**config.mk**
```make
export PLATFORM = sky130hd
export DESIGN_NAME = int_div_seq
export DESIGN_NICKNAME = d
export VERILOG_FILES = /design/src/rtl/int_div_pkg.sv /design/src/rtl/int_div_step.sv /design/src/rtl/int_div_seq.sv
export SDC_FILE = /design/constraint.sdc
export NUM_CORES = 1
export LEC_CHECK = 0
export ABC_AREA = 1
export BUFFER_PORTS_ARGS = -buffer_cell sky130_fd_sc_hd__buf_2
export CORE_ASPECT_RATIO = 0.9
export CORE_MARGIN = 2
export CORE_UTILIZATION = 43
export CTS_CLUSTER_DIAMETER = 60
export CTS_CLUSTER_SIZE = 14
export DETAILED_ROUTE_END_ITERATION = 6
export PLACE_DENSITY = 0.61
export SETUP_SLACK_MARGIN = 0.2
export SLEW_MARGIN = 5
export SYNTH_ARGS = -nofsm -noshare
export SYNTH_HDL_FRONTEND = slang
export SYNTH_SLANG_ARGS = --single-unit
```
**constraint.sdc**
```tcl
create_clock -name clk -period 2.6 [get_ports clk]
set_input_delay 0.26 -clock clk [delete_from_list [all_inputs] [get_ports clk]]
set_output_delay 0.26 -clock clk [all_outputs]
set_load 0.01 [all_outputs]
```
**src/rtl/int_div_pkg.sv**
```systemverilog
// Shared definitions for the sequential integer divider.
//
// Contents:
//   state_t  - divider FSM state (IDLE, CALC, FIX, DONE), 2-bit encoding
//   word_t   - widest operand the helper functions handle (MAX_W bits)
//   abs_val  - two's-complement magnitude of a width-bit value when signed
//   neg_if   - conditional two's-complement negation
//
// The helpers work on MAX_W-bit words so one package serves every divider
// width. Callers zero-extend their operand into a word_t and size-cast the
// result back. Only the low 'width' bits of a result are meaningful, so
// WIDTH must not exceed MAX_W.
package int_div_pkg;

    typedef enum logic [1:0] {
        IDLE = 2'd0,
        CALC = 2'd1,
        FIX  = 2'd2,
        DONE = 2'd3
    } state_t;

    localparam int MAX_W = 64;

    typedef logic [MAX_W-1:0] word_t;

    // Magnitude of a width-bit value. In unsigned mode the value is returned
    // untouched. In signed mode the most negative value maps to
    // 2^(width-1), which still fits in width unsigned bits.
    function automatic word_t abs_val(input word_t value, input logic is_signed,
                                      input int unsigned width);
        word_t sign_mask;
        sign_mask = word_t'(1) << (width - 1);
        if (is_signed && ((value & sign_mask) != '0)) begin
            return ~value + word_t'(1);
        end
        return value;
    endfunction

    function automatic word_t neg_if(input word_t value, input logic cond);
        return cond ? (~value + word_t'(1)) : value;
    endfunction

endpackage

```
**src/rtl/int_div_step.sv**
```systemverilog
// One radix-2 restoring-division iteration (purely combinational).
//
// Ports:
//   rem_in       [WIDTH:0]   partial remainder before this step
//   dividend_msb             next dividend bit shifted into the remainder
//   divisor_mag  [WIDTH-1:0] unsigned divisor magnitude
//   rem_out      [WIDTH:0]   partial remainder after this step
//   q_bit                    quotient bit produced by this step
//
// Invariant: rem_in < divisor_mag. The shifted remainder is therefore below
// 2^(WIDTH+1). One extra bit on the trial difference acts as its sign.
module int_div_step #(
    parameter int WIDTH = 32
) (
    input  logic [WIDTH:0]   rem_in,
    input  logic             dividend_msb,
    input  logic [WIDTH-1:0] divisor_mag,
    output logic [WIDTH:0]   rem_out,
    output logic             q_bit
);

    logic [WIDTH+1:0] shifted;
    logic [WIDTH+1:0] diff;

    assign shifted = {rem_in, dividend_msb};
    assign diff    = shifted - {2'b00, divisor_mag};

    // A borrow out of the trial subtraction means the divisor did not fit.
    // In that case the shifted value is kept unchanged (the restore).
    assign q_bit   = ~diff[WIDTH+1];
    assign rem_out = q_bit ? diff[WIDTH:0] : shifted[WIDTH:0];

endmodule

```
**src/rtl/int_div_seq.sv**
```systemverilog
// Sequential radix-2 restoring integer divider with valid/ready handshakes.
// Produces one quotient bit per cycle. Signed mode truncates toward zero,
// and the remainder takes the sign of the dividend.
//
// Ports:
//   clk, rst_n             clock (rising edge), asynchronous active-low reset
//   in_valid / in_ready    operation request handshake
//   in_signed              1 = two's-complement operands, 0 = unsigned
//   dividend, divisor      operands, sampled only at accept
//   out_valid / out_ready  result handshake
//   quotient, remainder    result, held until the next result overwrites it
//   div_by_zero, overflow  status flags, qualified by out_valid
//
// Sequence: IDLE -> CALC (WIDTH cycles) -> FIX (sign correction) -> DONE.
// A zero divisor skips straight from IDLE to DONE.
module int_div_seq
    import int_div_pkg::*;
#(
    parameter int WIDTH = 32,
    parameter int CNT_W = $clog2(WIDTH)
) (
    input  logic             clk,
    input  logic             rst_n,
    input  logic             in_valid,
    output logic             in_ready,
    input  logic             in_signed,
    input  logic [WIDTH-1:0] dividend,
    input  logic [WIDTH-1:0] divisor,
    output logic             out_valid,
    input  logic             out_ready,
    output logic [WIDTH-1:0] quotient,
    output logic [WIDTH-1:0] remainder,
    output logic             div_by_zero,
    output logic             overflow
);

    localparam logic [WIDTH-1:0] MIN_VAL = {1'b1, {(WIDTH-1){1'b0}}};

    state_t           state_reg, state_next;
    logic [CNT_W-1:0] cnt_reg;
    logic [WIDTH:0]   rem_reg;
    // Holds the dividend magnitude at first. It shifts left one bit per
    // step, and the new quotient bit enters at the bottom, so after WIDTH
    // steps it holds the unsigned quotient.
    logic [WIDTH-1:0] dvd_reg;
    logic [WIDTH-1:0] dsr_reg;
    logic             neg_q_reg;
    logic             neg_r_reg;
    logic             ovf_reg;

    logic             accept;
    logic             zero_divisor;
    logic [WIDTH-1:0] dvd_mag;
    logic [WIDTH-1:0] dsr_mag;
    logic [WIDTH:0]   step_rem;
    logic             step_q;

    assign in_ready     = (state_reg == IDLE);
    assign out_valid    = (state_reg == DONE);
    assign accept       = in_valid && in_ready;
    assign zero_divisor = (divisor == '0);
    assign dvd_mag      = WIDTH'(abs_val(word_t'(dividend), in_signed, WIDTH));
    assign dsr_mag      = WIDTH'(abs_val(word_t'(divisor), in_signed, WIDTH));

    int_div_step #(
        .WIDTH(WIDTH)
    ) u_step (
        .rem_in      (rem_reg),
        .dividend_msb(dvd_reg[WIDTH-1]),
        .divisor_mag (dsr_reg),
        .rem_out     (step_rem),
        .q_bit       (step_q)
    );

    // State register
    always_ff @(posedge clk or negedge rst_n) begin
        if (!rst_n) begin
            state_reg <= IDLE;
        end else begin
            state_reg <= state_next;
        end
    end

    // Next-state logic
    always_comb begin
        state_next = state_reg;
        unique case (state_reg)
            IDLE: if (accept) state_next = zero_divisor ? DONE : CALC;
            CALC: if (cnt_reg == '0) state_next = FIX;
            FIX:  state_next = DONE;
            DONE: if (out_ready) state_next = IDLE;
            default: state_next = IDLE;
        endcase
    end

    // Datapath and result registers
    always_ff @(posedge clk or negedge rst_n) begin
        if (!rst_n) begin
            cnt_reg     <= '0;
            rem_reg     <= '0;
            dvd_reg     <= '0;
            dsr_reg     <= '0;
            neg_q_reg   <= 1'b0;
            neg_r_reg   <= 1'b0;
            ovf_reg     <= 1'b0;
            quotient    <= '0;
            remainder   <= '0;
            div_by_zero <= 1'b0;
            overflow    <= 1'b0;
        end else begin
            case (state_reg)
                IDLE: begin
                    if (accept) begin
                        neg_q_reg <= in_signed && (dividend[WIDTH-1] ^ divisor[WIDTH-1]);
                        neg_r_reg <= in_signed && dividend[WIDTH-1];
                        ovf_reg   <= in_signed && (dividend == MIN_VAL) && (divisor == '1);
                        dvd_reg   <= dvd_mag;
                        dsr_reg   <= dsr_mag;
                        rem_reg   <= '0;
                        cnt_reg   <= CNT_W'(WIDTH - 1);
                        if (zero_divisor) begin
                            quotient    <= '1;
                            remainder   <= dividend;
                            div_by_zero <= 1'b1;
                            overflow    <= 1'b0;
                        end
                    end
                end
                CALC: begin
                    rem_reg <= step_rem;
                    dvd_reg <= {dvd_reg[WIDTH-2:0], step_q};
                    cnt_reg <= cnt_reg - 1'b1;
                end
                FIX: begin
                    // MIN / -1 needs no special path. The magnitude quotient
                    // 2^(WIDTH-1) is not negated because both signs are set,
                    // so it reads back as MIN.
                    quotient    <= WIDTH'(neg_if(word_t'(dvd_reg), neg_q_reg));
                    remainder   <= WIDTH'(neg_if(word_t'(rem_reg[WIDTH-1:0]), neg_r_reg));
                    div_by_zero <= 1'b0;
                    overflow    <= ovf_reg;
                end
                default: begin
                end
            endcase
        end
    end

endmodule

```
# After elaboration in Yosys (flattened, before gate mapping)
# Index checks and enable logic that the tools add are counted.
[word_totals]
regBits = 173
in_bits = 69
output_inout_bits = 68
[op_classes]
addsub = 6
eq_ne = 9
muxes = 32
bitwise_logic = 6
reduce_logical = 15
[op_table]
columns = ["operator", "n"]
rows = [
  ["two-way mux 32 bit", 11],
  ["case mux 32 bit (2 select lines)", 3],
  ["adder 32 x 1 -> 32 bit, second input constant", 4],
  ["inverter 32 bit", 4],
  ["two-way mux 33 bit", 2],
  ["case mux 33 bit (2 select lines)", 1],
  ["equality test 32 bit, second input constant", 2],
  ["subtractor 34 x 32 -> 34 bit", 1],
  ["zero test 32 bit", 1],
  ["case mux 5 bit (2 select lines)", 1],
  ["two-way mux 2 bit", 4],
  ["case mux 2 bit (4 select lines)", 1],
  ["logical AND 1 bit", 6],
  ["two-way mux 1 bit", 6],
  ["!= test 2 x 1 -> 1 bit, second input constant", 3],
  ["AND reduction 3 bit", 2],
  ["zero test 5 bit", 1],
  ["two-way mux 5 bit", 1],
  ["subtractor 5 x 1 -> 5 bit, second input constant", 1],
  ["equality test 2 bit, second input constant", 2],
  ["case mux 1 bit (2 select lines)", 2],
  ["AND reduction 2 bit", 2],
  ["nonzero test 2 bit", 2],
  ["equality test 2 x 1 -> 1 bit, second input constant", 1],
  ["4 further kinds", 4],
]

# Depth between registers and ports, before layout
# Gate-level depths: netlist (run 1).
[logic_depth]
ltp_word = 6
mapped_depth = 18
ltp_nobuf = 17

# Cells and area by module
# From an unflattened synthesis (run 1), not the netlist that was laid out.
[unflattened]
cells_unflattened = 2436
hier_area_um2 = 14551.5
[modules_own_cells]
columns = ["mod", "n_inst", "cells_per_inst", "area_per_inst_um2"]
rows = [
  ["int_div_seq", 1, 1715, 11106.9],
  ["int_div_step", 1, 721, 3444.6],
]

# Worst setup path after synthesis (run 1)
# Ideal clock, no wire load.
[synth_path]
path_kind = "flip-flop to flip-flop"
start = "register rem_reg[22]"
end = "register rem_reg[27]"
setup_ns = 0.117
arrival_ns = 1.928
required_time_ns = 2.483
setup_slack_ns = 0.555
path_stages_with_launch = 15
path_buffers = 1
synth_period_minus_slack_ns = 2.045
cell_sequence = "dfrtp_1 > ha_1 > nand2_2 > inv_2 > nand2_2 > nand2_2 > a21oi_4 > nor2_2 > nor2_4 > nand2_4 > nand2_4 > buf_6 > nand3_2 > nand3_1 > nand2_1"
[synth_between]
elab_chain_len = 3
[synth_lines]
columns = ["item", "line_no", "source"]
rows = [
  ["from (decl)", "int_div_seq.sv:41", "logic [WIDTH:0] rem_reg;"],
  ["from (signal assigned)", "int_div_seq.sv:130", "rem_reg <= step_rem;"],
  ["subtractor 34 x 32 -> 34 bit", "int_div_step.sv:26", "assign diff = shifted - {2'b00, divisor_mag};"],
  ["two-way mux 33 bit", "int_div_step.sv:31", "assign rem_out = q_bit ? diff[WIDTH:0] : shifted[WIDTH:0];"],
  ["case mux 33 bit (2 select lines)", "int_div_seq.sv:111", "case (state_reg)"],
]
# Every way passes these cells.
# A chain may end at the register's enable or synchronous reset.

# Worst setup path in the final report (run 1)
[layout_path]
start = "register dsr_reg[30]"
end = "register rem_reg[2]"
[layout_between]
elab_chain_len = 3
[layout_lines]
columns = ["item", "line_no", "source"]
rows = [
  ["from (decl)", "int_div_seq.sv:46", "logic [WIDTH-1:0] dsr_reg;"],
  ["from (signal assigned)", "int_div_seq.sv:118", "dsr_reg <= dsr_mag;"],
  ["subtractor 34 x 32 -> 34 bit", "int_div_step.sv:26", ""],
  ["two-way mux 33 bit", "int_div_step.sv:31", ""],
  ["case mux 33 bit (2 select lines)", "int_div_seq.sv:111", ""],
]
# Every way passes these cells.

==> results of run 1 <==
-- metal layers --
metal	vias up	wire length, um	track usage (%)	share of wire (%)
met3	53	3740	5.46	7.4
li1	7322	-	-	-
met2	487	21000	42.0	42
met1	7010	24700	44.5	49
met5	-	13	0	0.026
met4	2	818	6.58	1.6
-- power by group through the flow --
stage	registers, mW	logic (mW)	clock network [mW]
after floorplan	4.80	10.1	0
after CTS	4.91	14.5	2.74
after detailed placement	4.93	14.3	0
final	5.02	15.7	2.70
after global routing	5.15	17.4	2.85
after global placement	4.91	14.2	0
-- layout make-up --
cell class / instances / area (um^2) / share of cell area (%)
clock buffer: 19 / 453 / 2.73
clock inverter: 13 / 150 / 0.905
inverter: 302 / 1130 / 6.84
multi-input combinational: 1635 / 8710 / 52.5
sequential: 173 / 4340 / 26.2
tap: 416 / 520 / 3.14
timing repair buffer: 199 / 1270 / 7.69
-- worst reg2reg max path, cell delays in order (launching register included) --
cell                        delay, ns
sky130_fd_sc_hd__dfrtp_1         0.37
sky130_fd_sc_hd__inv_1           0.11
sky130_fd_sc_hd__ha_4            0.23
sky130_fd_sc_hd__inv_1           0.07
sky130_fd_sc_hd__o21ai_0         0.13
sky130_fd_sc_hd__a21oi_1         0.23
sky130_fd_sc_hd__nand3_1         0.15
sky130_fd_sc_hd__nor2_4          0.28
sky130_fd_sc_hd__nand2_8         0.13
sky130_fd_sc_hd__nand2_8         0.15
sky130_fd_sc_hd__clkbuf_16       0.18
sky130_fd_sc_hd__nand3_1         0.07
sky130_fd_sc_hd__nand3_1         0.07
sky130_fd_sc_hd__nand2_1         0.05
-- cell usage in the layout (no fill, tap or decap), drive strengths merged, types with 31 or more instances in the layout --
master  Yosys  routed
nand4      31      31
buf        38     197
dfrtp     173     173
nand2     622     623
nand3     268     268
inv       301     307
ha         43      43
o21ai     158     158
xor2       51      51
a21oi      89      89
nor2      235     235
-- synth_stat cells (15+ instances only) --
| master | count |
|---|---|
| sky130_fd_sc_hd__a21oi_1 | 86 |
| sky130_fd_sc_hd__a31oi_1 | 20 |
| sky130_fd_sc_hd__buf_2 | 18 |
| sky130_fd_sc_hd__clkbuf_1 | 37 |
| sky130_fd_sc_hd__dfrtp_1 | 173 |
| sky130_fd_sc_hd__ha_1 | 43 |
| sky130_fd_sc_hd__inv_1 | 291 |
| sky130_fd_sc_hd__nand2_1 | 603 |
| sky130_fd_sc_hd__nand2_2 | 15 |
| sky130_fd_sc_hd__nand3_1 | 239 |
| sky130_fd_sc_hd__nand3_2 | 26 |
| sky130_fd_sc_hd__nand4_1 | 30 |
| sky130_fd_sc_hd__nor2_1 | 221 |
| sky130_fd_sc_hd__nor3_1 | 22 |
| sky130_fd_sc_hd__o211ai_1 | 16 |
| sky130_fd_sc_hd__o21ai_0 | 148 |
| sky130_fd_sc_hd__xnor2_1 | 21 |
| sky130_fd_sc_hd__xor2_1 | 51 |
-- what timing repair did --
action,4_1_cts,5_1_grt
gates resized for setup,11,77
hold buffers,1,0
setup buffers,1,7
cloned,0,2
hold endpoints to repair,57,0
setup endpoints to repair,33,38
pin swaps,2,7
-- cell families after synthesis --
kind of cell               Yosys count  share of synthesized area (%)
AOI/OAI and AO/OA                  294                           11.3
and+or+nand+nor                   1224                           38.8
xor gates and xnor gates            72                           4.46
DFF                                173                           30.6
adders and majority gates           44                           3.95
buffers and inverters              377                           10.9
-- path summary, 6_finish.rpt --
kind                              startpoint             to  slack [ns]  cells past startpoint
worst max register to register   dsr_reg[30]     rem_reg[2]        0.26                     13
worst max-delay path             dsr_reg[30]     rem_reg[2]        0.26                     13
worst min-delay path            dividend[26]  remainder[26]        0.11                      3
min in group asynchronous              rst_n     rem_reg[2]        0.38                      2
max in group asynchronous              rst_n     dsr_reg[0]        1.51                      3
worst min register to register   div_by_zero    div_by_zero        0.48                      2
==> results.sh, run 1 <==
export IMPL_worst_pin_slew_ns=0.736
export IMPL_path_cells="inv_1 > ha_4 > inv_1 > o21ai_0 > a21oi_1 > nand3_1 > nor2_4 > nand2_8 > nand2_8 > clkbuf_16 > nand3_1 > nand3_1 > nand2_1"
export IMPL_finish_net_count=2441
export IMPL_finalHoldViolations=0
export IMPL_cp_start_kind="register"
export IMPL_first_pass_grt_wire_length_um=76700
export IMPL_largest_register_ff_count=33
export IMPL_clock_sinks=173
export IMPL_whs_ns=0.107
export IMPL_critical_path_top_delay_family="simple AND/OR/NAND/NOR gates"
export IMPL_final_setup_skew_ns=0.0150
export IMPL_floorplan_initialDensity_pct=44.0
export IMPL_cellPowerDensity_nw_per_um2=1410
export IMPL_critPathCaptureType="register"
export IMPL_via_count=14900
export IMPL_pin_count_of_the_biggest_net_entering_global_routing=62
export IMPL_area_delta_synth_final_pct=17.3
export IMPL_power_net_switching_mw=12.4
export IMPL_yosysWarnings=0
export IMPL_switching_fraction_pct=52.9
export IMPL_unrepaired_setup_endpoints_after_global_routing="yes"
export IMPL_numCtsBuffers=17
export IMPL_post_layout_total_power_mw=23.4
export IMPL_p_seq_share_pct=21.5
export IMPL_ys_async_sr_fraction_pct=100
export IMPL_floorplan_die_width_um=195
export IMPL_final_cycle_share_pct=90.1
export IMPL_htree_levels=4
export IMPL_postLayoutCoreUtil_pct=51.6
export IMPL_worst_slack_setup_final_ns=0.258
export IMPL_clock_tree_from_tritoncts="yes"
export IMPL_drt_total_wl_um=50300
export IMPL_synth_area_leaders="sky130_fd_sc_hd__dfrtp_1 31%, sky130_fd_sc_hd__nand2_1 16%, sky130_fd_sc_hd__nand3_1 8.5%"
export IMPL_vdd_ir_drop_max_mv=0.746
export IMPL_setup_violations=0
export IMPL_port_buffer_count=136
export IMPL_fill_cells=3323
export IMPL_rows=62
export IMPL_dpl_instance_area_um2=15400
export IMPL_core_area_um2=32100
export IMPL_dr_first_iter_drc_count=1442
export IMPL_postSynthCellCount=2184
export IMPL_n_antenna_cell=0
export IMPL_synth_top_cell_by_area="sky130_fd_sc_hd__dfrtp_1"
export IMPL_post_dp_hpwl_um=39900
export IMPL_area_of_all_placed_cells_without_fillers_um2=16600
export IMPL_critical_path_slowest_cell="sky130_fd_sc_hd__dfrtp_1"
export IMPL_result_of_the_run="finished, final reports clean"
export IMPL_chipHeight_um=176
export IMPL_place_detailed_instances=2714
export IMPL_worst_path_largest_cell_delay_ns=0.37
export IMPL_wire_per_inst_um=18.2
export IMPL_drt_drc_violations_left=0
export IMPL_leakage_nw=8.30
export IMPL_final_min_clock_period_ns=2.34
export IMPL_fraction_of_power_consumed_by_combinational_cells_pct=67.0
export IMPL_timing_max_cap_violations=0
export IMPL_main_flop_type_after_synthesis="sky130_fd_sc_hd__dfrtp_1"
export IMPL_cts_reportedPaths_clkPinSlew_ns=0.07
export IMPL_report_final_slew_viol_count=0
export IMPL_critPathKind="register to register"
export IMPL_antenna_found_initial=1
export IMPL_maximum_fanout_count_along_the_critical_path=10
export IMPL_cts_root_buffer_cell="sky130_fd_sc_hd__clkbuf_16"
export IMPL_synthesis_area_per_instance_um2=6.47
export IMPL_clock_power_share_pct=11.6
export IMPL_count_of_placed_standard_cells_in_the_final_layout_fillers_left_out=2757
export IMPL_postSynthRegisterBits=173
export IMPL_post_route_cells_drive_above_1_share_pct=17.1
export IMPL_dr_pass1_iters=6
export IMPL_p_int_mw=11.0
export IMPL_max_freq_mhz=427
export IMPL_tns_ns=0
export IMPL_synth_enable_flop_cells=0
export IMPL_synth_distinct_cells=49
export IMPL_mappedNetlistNets=2297
export IMPL_synth_top_area_share_pct=30.6
export IMPL_clock_insertion_delay_worst_skew_ns=0.46
export IMPL_track_usage_pct=29.1
export IMPL_post_synthesis_cell_area_um2=14100
export IMPL_critical_path_arrival_ns=2.68
export IMPL_detail_route_vias_per_cell=5.39
export IMPL_worst_ep_required_time_ns=2.94
export IMPL_dieArea_um2=34300
export IMPL_slew_limit_headroom_pct=50.9
export IMPL_grt_pass1_vias=13700
export IMPL_worst_path_most_repeated_cell="sky130_fd_sc_hd__nand3_1"
export IMPL_antenna_left=0
export IMPL_holdCritPathClass="primary input to register"
export IMPL_pin_count=137
export IMPL_crit_buf_inv=3
export IMPL_preCtsSetupSlack_ns=0.0716
export IMPL_place_gp_congestion=1.02
export IMPL_gr_total_overflow=0
export IMPL_ctsLongestPathBuffers=2
export IMPL_ys_seq_area_share_pct=30.6
No activity file was read; power rests on OpenSTA's default activity.
==> run 2: changes to the inputs <==
--- a/config.mk
+++ b/config.mk
@@ -14,6 +14,7 @@
 export CTS_CLUSTER_SIZE = 14
 export DETAILED_ROUTE_END_ITERATION = 6
 export PLACE_DENSITY = 0.61
+export RECOVER_POWER = 25
 export SETUP_SLACK_MARGIN = 0.2
 export SLEW_MARGIN = 5
 export SYNTH_ARGS = -nofsm -noshare
==> results.sh, run 2 (synthesized netlist as in run 1, its figures left out) <==
export IMPL_result_of_the_run="complete, but fails checks"
export IMPL_failed_checks="capacitance limit, slew limit"
export IMPL_count_of_placed_standard_cells_in_the_final_layout_fillers_left_out=2757
export IMPL_post_route_cells_drive_above_1_share_pct=17.0
export IMPL_rows=62
export IMPL_floorplan_initialDensity_pct=44.0
export IMPL_vdd_ir_drop_max_mv=0.748
export IMPL_cellPowerDensity_nw_per_um2=1410
export IMPL_place_gp_congestion=1.02
export IMPL_cts_reportedPaths_clkPinSlew_ns=0.07
export IMPL_antenna_found_initial=1
export IMPL_clock_tree_from_tritoncts="yes"
export IMPL_chipHeight_um=176
export IMPL_whs_ns=0.104
export IMPL_finalHoldViolations=0
export IMPL_dr_first_iter_drc_count=1450
export IMPL_htree_levels=4
export IMPL_worst_r2r_path_depth=13
export IMPL_layout_cells_most_common_list="594 x sky130_fd_sc_hd__nand2_1, 274 x sky130_fd_sc_hd__inv_1, 236 x sky130_fd_sc_hd__nand3_1"
export IMPL_dr_pass1_iters=6
export IMPL_track_usage_pct=29.1
export IMPL_maximum_fanout_count_along_the_critical_path=10
export IMPL_critical_path_top_delay_family="simple AND/OR/NAND/NOR gates"
export IMPL_detail_route_vias_per_cell=5.40
export IMPL_clock_insertion_delay_worst_skew_ns=0.46
export IMPL_path_cells="inv_1 > ha_4 > inv_1 > o21ai_0 > a21oi_1 > nand3_1 > nor2_4 > nand2_8 > nand2_8 > clkbuf_16 > nand3_1 > nand3_1 > nand2_1"
export IMPL_slew_limit_headroom_pct=-13.4
export IMPL_port_buffer_count=136
export IMPL_pin_count_of_the_biggest_net_entering_global_routing=62
export IMPL_layout_cells_most_common="sky130_fd_sc_hd__nand2_1"
export IMPL_drt_drc_violations_left=0
export IMPL_antenna_left=0
export IMPL_worst_pin_slew_ns=1.70
export IMPL_critical_path_arrival_ns=2.68
export IMPL_cp_start_kind="register"
export IMPL_report_final_slew_viol_count=60
export IMPL_crit_buf_inv=3
export IMPL_floorplan_die_width_um=195
export IMPL_grt_pass1_vias=13700
export IMPL_finish_net_count=2441
export IMPL_max_freq_mhz=428
export IMPL_setup_violations=0
export IMPL_postLayoutCoreUtil_pct=51.6
export IMPL_timing_hold_worst_path_depth=3
export IMPL_holdCritPathClass="primary input to register"
export IMPL_critPathCaptureType="register"
export IMPL_via_count=14900
export IMPL_numCtsBuffers=17
export IMPL_critPathKind="register to register"
export IMPL_wire_per_inst_um=18.3
export IMPL_place_detailed_instances=2714
export IMPL_pin_count=137
export IMPL_leakage_nw=8.29
export IMPL_worst_ep_required_time_ns=2.94
export IMPL_largest_register_ff_count=33
export IMPL_unrepaired_setup_endpoints_after_global_routing="yes"
export IMPL_core_area_um2=32100
export IMPL_drt_total_wl_um=50300
export IMPL_n_antenna_cell=0
export IMPL_final_cycle_share_pct=89.9
export IMPL_gr_total_overflow=0
export IMPL_dieArea_um2=34300
export IMPL_first_pass_grt_wire_length_um=76700
export IMPL_timing_max_cap_violations=1
export IMPL_critical_path_cell_count=13
export IMPL_post_dp_hpwl_um=39900
export IMPL_tns_ns=0
export IMPL_worst_path_largest_cell_delay_ns=0.37
export IMPL_cts_root_buffer_cell="sky130_fd_sc_hd__clkbuf_16"
export IMPL_worst_path_most_repeated_cell="sky130_fd_sc_hd__nand3_1"
export IMPL_area_delta_synth_final_pct=17.2
export IMPL_clock_sinks=173
export IMPL_final_min_clock_period_ns=2.34
export IMPL_critical_path_slowest_cell="sky130_fd_sc_hd__dfrtp_1"
export IMPL_ctsLongestPathBuffers=2
export IMPL_final_setup_skew_ns=0.0159
## run 2: where the power goes
group	total (mW)	switching, mW	internal (mW)
combinational	15.7	10.0	5.65
clock	2.70	1.21	1.49
sequential	5.02	1.15	3.88
total	23.4	12.4	11.0
## run 2: repair_timing
action | CTS | global route
gates cloned | 0 | 2
hold buffers | 1 | 0
setup endpoints to repair | 33 | 38
buffers inserted | 1 | 7
endpoints found under the hold margin | 57 | 0
pin swaps | 2 | 7
gates resized for setup | 11 | 77
## run 2: layer usage
metal,track usage [%],wire (um)
met5,0,13
met4,6.58,811
met3,5.46,3760
met2,42.0,21000
met1,44.5,24700
## run 2: through the flow
step,power (mW),cell area [um^2],worst slack (ns)
6_report,23.4,16600,0.261
5_1_grt,25.4,16600,0.182
4_1_cts,22.2,16100,0.205
3_5_place_dp,19.3,15400,0.0716
3_3_place_gp,19.1,15400,0.0601
2_1_floorplan,14.9,14100,0.555
## run 2: worst paths after layout
check	start	end	slack (ns)
setup / recovery	dsr_reg[30]	rem_reg[2]	0.26
min in group asynchronous	rst_n	rem_reg[2]	0.80
hold / removal	dividend[26]	remainder[26]	0.10
hold reg to reg	div_by_zero	div_by_zero	0.48
max in group asynchronous	rst_n	rem_reg[30]	0.66
setup reg to reg	dsr_reg[30]	rem_reg[2]	0.26
## run 2: tightest hold or removal path, cell delays in order
cell and delay [ns]:
sky130_fd_sc_hd__buf_2 0.11, sky130_fd_sc_hd__nand3_1 0.08, sky130_fd_sc_hd__nand3_1 0.08
## run 2: layout make-up
cell class / count / area, um^2
Clock buffer: 19 / 453
Clock inverter: 13 / 150
Fill cell: 3325 / 15500
Inverter: 302 / 1130
Multi-Input combinational cell: 1635 / 8710
Sequential cell: 173 / 4340
Tap cell: 416 / 520
Timing Repair Buffer: 199 / 1260
==> run 3: changes to the inputs <==
--- a/config.mk
+++ b/config.mk
@@ -6,7 +6,7 @@
 export NUM_CORES = 1
 export LEC_CHECK = 0
 export ABC_AREA = 1
-export BUFFER_PORTS_ARGS = -buffer_cell sky130_fd_sc_hd__buf_2
+export BUFFER_PORTS_ARGS = -buffer_cell sky130_fd_sc_hd__buf_4
 export CORE_ASPECT_RATIO = 0.9
 export CORE_MARGIN = 2
 export CORE_UTILIZATION = 43
==> results.sh, run 3 (synthesized netlist as in run 1, its figures left out) <==
export IMPL_numCtsBuffers=17
export IMPL_cellPowerDensity_nw_per_um2=1410
export IMPL_detail_route_vias_per_cell=5.45
export IMPL_port_buffer_count=136
export IMPL_count_of_placed_standard_cells_in_the_final_layout_fillers_left_out=2757
export IMPL_layout_cells_most_common="sky130_fd_sc_hd__nand2_1"
export IMPL_fill_cells=3304
export IMPL_finish_net_count=2441
export IMPL_track_usage_pct=30.2
export IMPL_gr_total_overflow=0
export IMPL_preCtsSetupSlack_ns=0.135
export IMPL_critPathCaptureType="register"
export IMPL_post_route_cells_drive_above_1_share_pct=16.9
export IMPL_clock_sinks=173
export IMPL_chipHeight_um=176
export IMPL_timing_reg2reg_setup_slack_ns=0.29
export IMPL_timing_critical_path_to="rem_reg[13]"
export IMPL_timing_rr_start="dsr_reg[16]"
export IMPL_report_final_slew_viol_count=0
export IMPL_dr_first_iter_drc_count=1740
export IMPL_grt_pass1_vias=13900
export IMPL_area_delta_synth_final_pct=20.1
export IMPL_reg2reg_to="rem_reg[13]"
export IMPL_drt_total_wl_um=51800
export IMPL_floorplan_initialDensity_pct=44.0
export IMPL_antenna_found_initial=2
export IMPL_rows=62
export IMPL_via_count=15000
export IMPL_dieArea_um2=34300
export IMPL_worst_slack_setup_final_ns=0.294
export IMPL_floorplan_die_width_um=195
export IMPL_slew_limit_headroom_pct=0.204
export IMPL_unrepaired_setup_endpoints_after_global_routing="yes"
export IMPL_leakage_nw=8.45
export IMPL_final_cycle_share_pct=88.7
export IMPL_startpoint="dsr_reg[16]"
export IMPL_drt_drc_violations_left=1
export IMPL_final_setup_skew_ns=0.0126
export IMPL_largest_register_ff_count=33
export IMPL_pin_count=137
export IMPL_layout_cells_most_common_list="590 x sky130_fd_sc_hd__nand2_1, 276 x sky130_fd_sc_hd__inv_1, 238 x sky130_fd_sc_hd__nand3_1"
export IMPL_tns_ns=0
export IMPL_pin_count_of_the_biggest_net_entering_global_routing=55
export IMPL_core_area_um2=32100
export IMPL_ctsLongestPathBuffers=2
export IMPL_place_detailed_instances=2713
export IMPL_postLayoutCoreUtil_pct=52.9
export IMPL_result_of_the_run="complete, but fails checks"
export IMPL_cp_start_kind="register"
export IMPL_htree_levels=4
export IMPL_antenna_left=0
export IMPL_max_freq_mhz=434
export IMPL_cts_reportedPaths_clkPinSlew_ns=0.07
export IMPL_holdCritPathClass="primary input to register"
export IMPL_critPathKind="register to register"
export IMPL_worst_pin_slew_ns=1.50
export IMPL_maximum_fanout_count_along_the_critical_path=10
export IMPL_vdd_ir_drop_max_mv=0.691
export IMPL_first_pass_grt_wire_length_um=79700
export IMPL_critical_path_arrival_ns=2.65
export IMPL_cts_root_buffer_cell="sky130_fd_sc_hd__clkbuf_16"
export IMPL_timing_max_cap_violations=1
export IMPL_dr_pass1_iters=7
export IMPL_place_gp_congestion=0.993
export IMPL_setup_violations=0
export IMPL_clock_tree_from_tritoncts="yes"
export IMPL_wire_per_inst_um=18.8
export IMPL_clock_insertion_delay_worst_skew_ns=0.46
export IMPL_worst_ep_required_time_ns=2.94
export IMPL_final_min_clock_period_ns=2.31
export IMPL_post_dp_hpwl_um=40800
export IMPL_worst_r2r_path_depth=17
export IMPL_failed_checks="DRC, capacitance limit"
export IMPL_finalHoldViolations=0
[run 3: worst min path at each step]
stage                      start             to  depth (start not counted)
floorplan                  rst_n     cnt_reg[0]                          0
global placement           rst_n     rem_reg[1]                          1
detailed placement         rst_n     rem_reg[2]                          1
CTS                 dividend[29]  remainder[29]                          3
global route        dividend[29]  remainder[29]                          3
finish              dividend[29]  remainder[29]                          3
[run 3: critical path, stage by stage (launching register included)]
cell	delay, ns
sky130_fd_sc_hd__dfrtp_1	0.37
sky130_fd_sc_hd__inv_1	0.21
sky130_fd_sc_hd__ha_4	0.27
sky130_fd_sc_hd__nand2_2	0.15
sky130_fd_sc_hd__inv_1	0.06
sky130_fd_sc_hd__nand2_1	0.06
sky130_fd_sc_hd__nand2_1	0.06
sky130_fd_sc_hd__inv_1	0.05
sky130_fd_sc_hd__nand2_1	0.06
sky130_fd_sc_hd__inv_1	0.09
sky130_fd_sc_hd__nand2_2	0.09
sky130_fd_sc_hd__nand2_4	0.12
sky130_fd_sc_hd__nand2_4	0.10
sky130_fd_sc_hd__nand2_8	0.12
sky130_fd_sc_hd__buf_12	0.14
sky130_fd_sc_hd__nand3_1	0.08
sky130_fd_sc_hd__nand3_1	0.10
sky130_fd_sc_hd__nand2_1	0.06
[run 3: where the power goes]
| part | total (mW) | switching [mW] | leakage, nW | internal [mW] |
|---|---|---|---|---|
| combinational | 16.0 | 10.1 | 6.07 | 5.89 |
| sequential | 5.08 | 1.21 | 2.06 | 3.87 |
| clock | 2.90 | 1.19 | 0.312 | 1.71 |
[run 3: timing repair]
action	4_1_cts	5_1_grt
pin swaps	0	10
buffers inserted	0	9
gates cloned	0	2
hold endpoints to repair	48	0
hold buffers	1	0
setup endpoints to repair	29	41
gates resized for setup	6	85
[run 3: metal layers]
metal  vias up  GRT usage (%)  routed length [um]
li1       7315              -                   -
met1      7082           45.3               24700
met2       589           44.0               21800
met3        47           6.99                4550
met4         2           6.17                 692
met5         -           1.85                  85
[run 3: cell type report]
type                    count  area [um^2]  share of cell area (%)
multi-input cells        1634         8710                    51.3
flip-flops and latches    173         4340                    25.6
repair buffers            200         1620                    9.56
inverters                 302         1140                    6.70
well taps                 416          520                    3.07
clock buffers              22          484                    2.85
clock inverters             9          159                   0.936
diodes                      1         2.50                  0.0147
[run 3: through the flow]
stage | total power, mW | cell area [um^2] | hold WS (ns)
floorplan | 14.9 | 14100 | -0.0356
global placement | 19.5 | 15800 | 0.272
detailed placement | 19.7 | 15800 | 0.269
CTS | 22.7 | 16400 | 0.0981
global route | 26.0 | 17000 | 0.116
finish | 24.0 | 17000 | 0.107
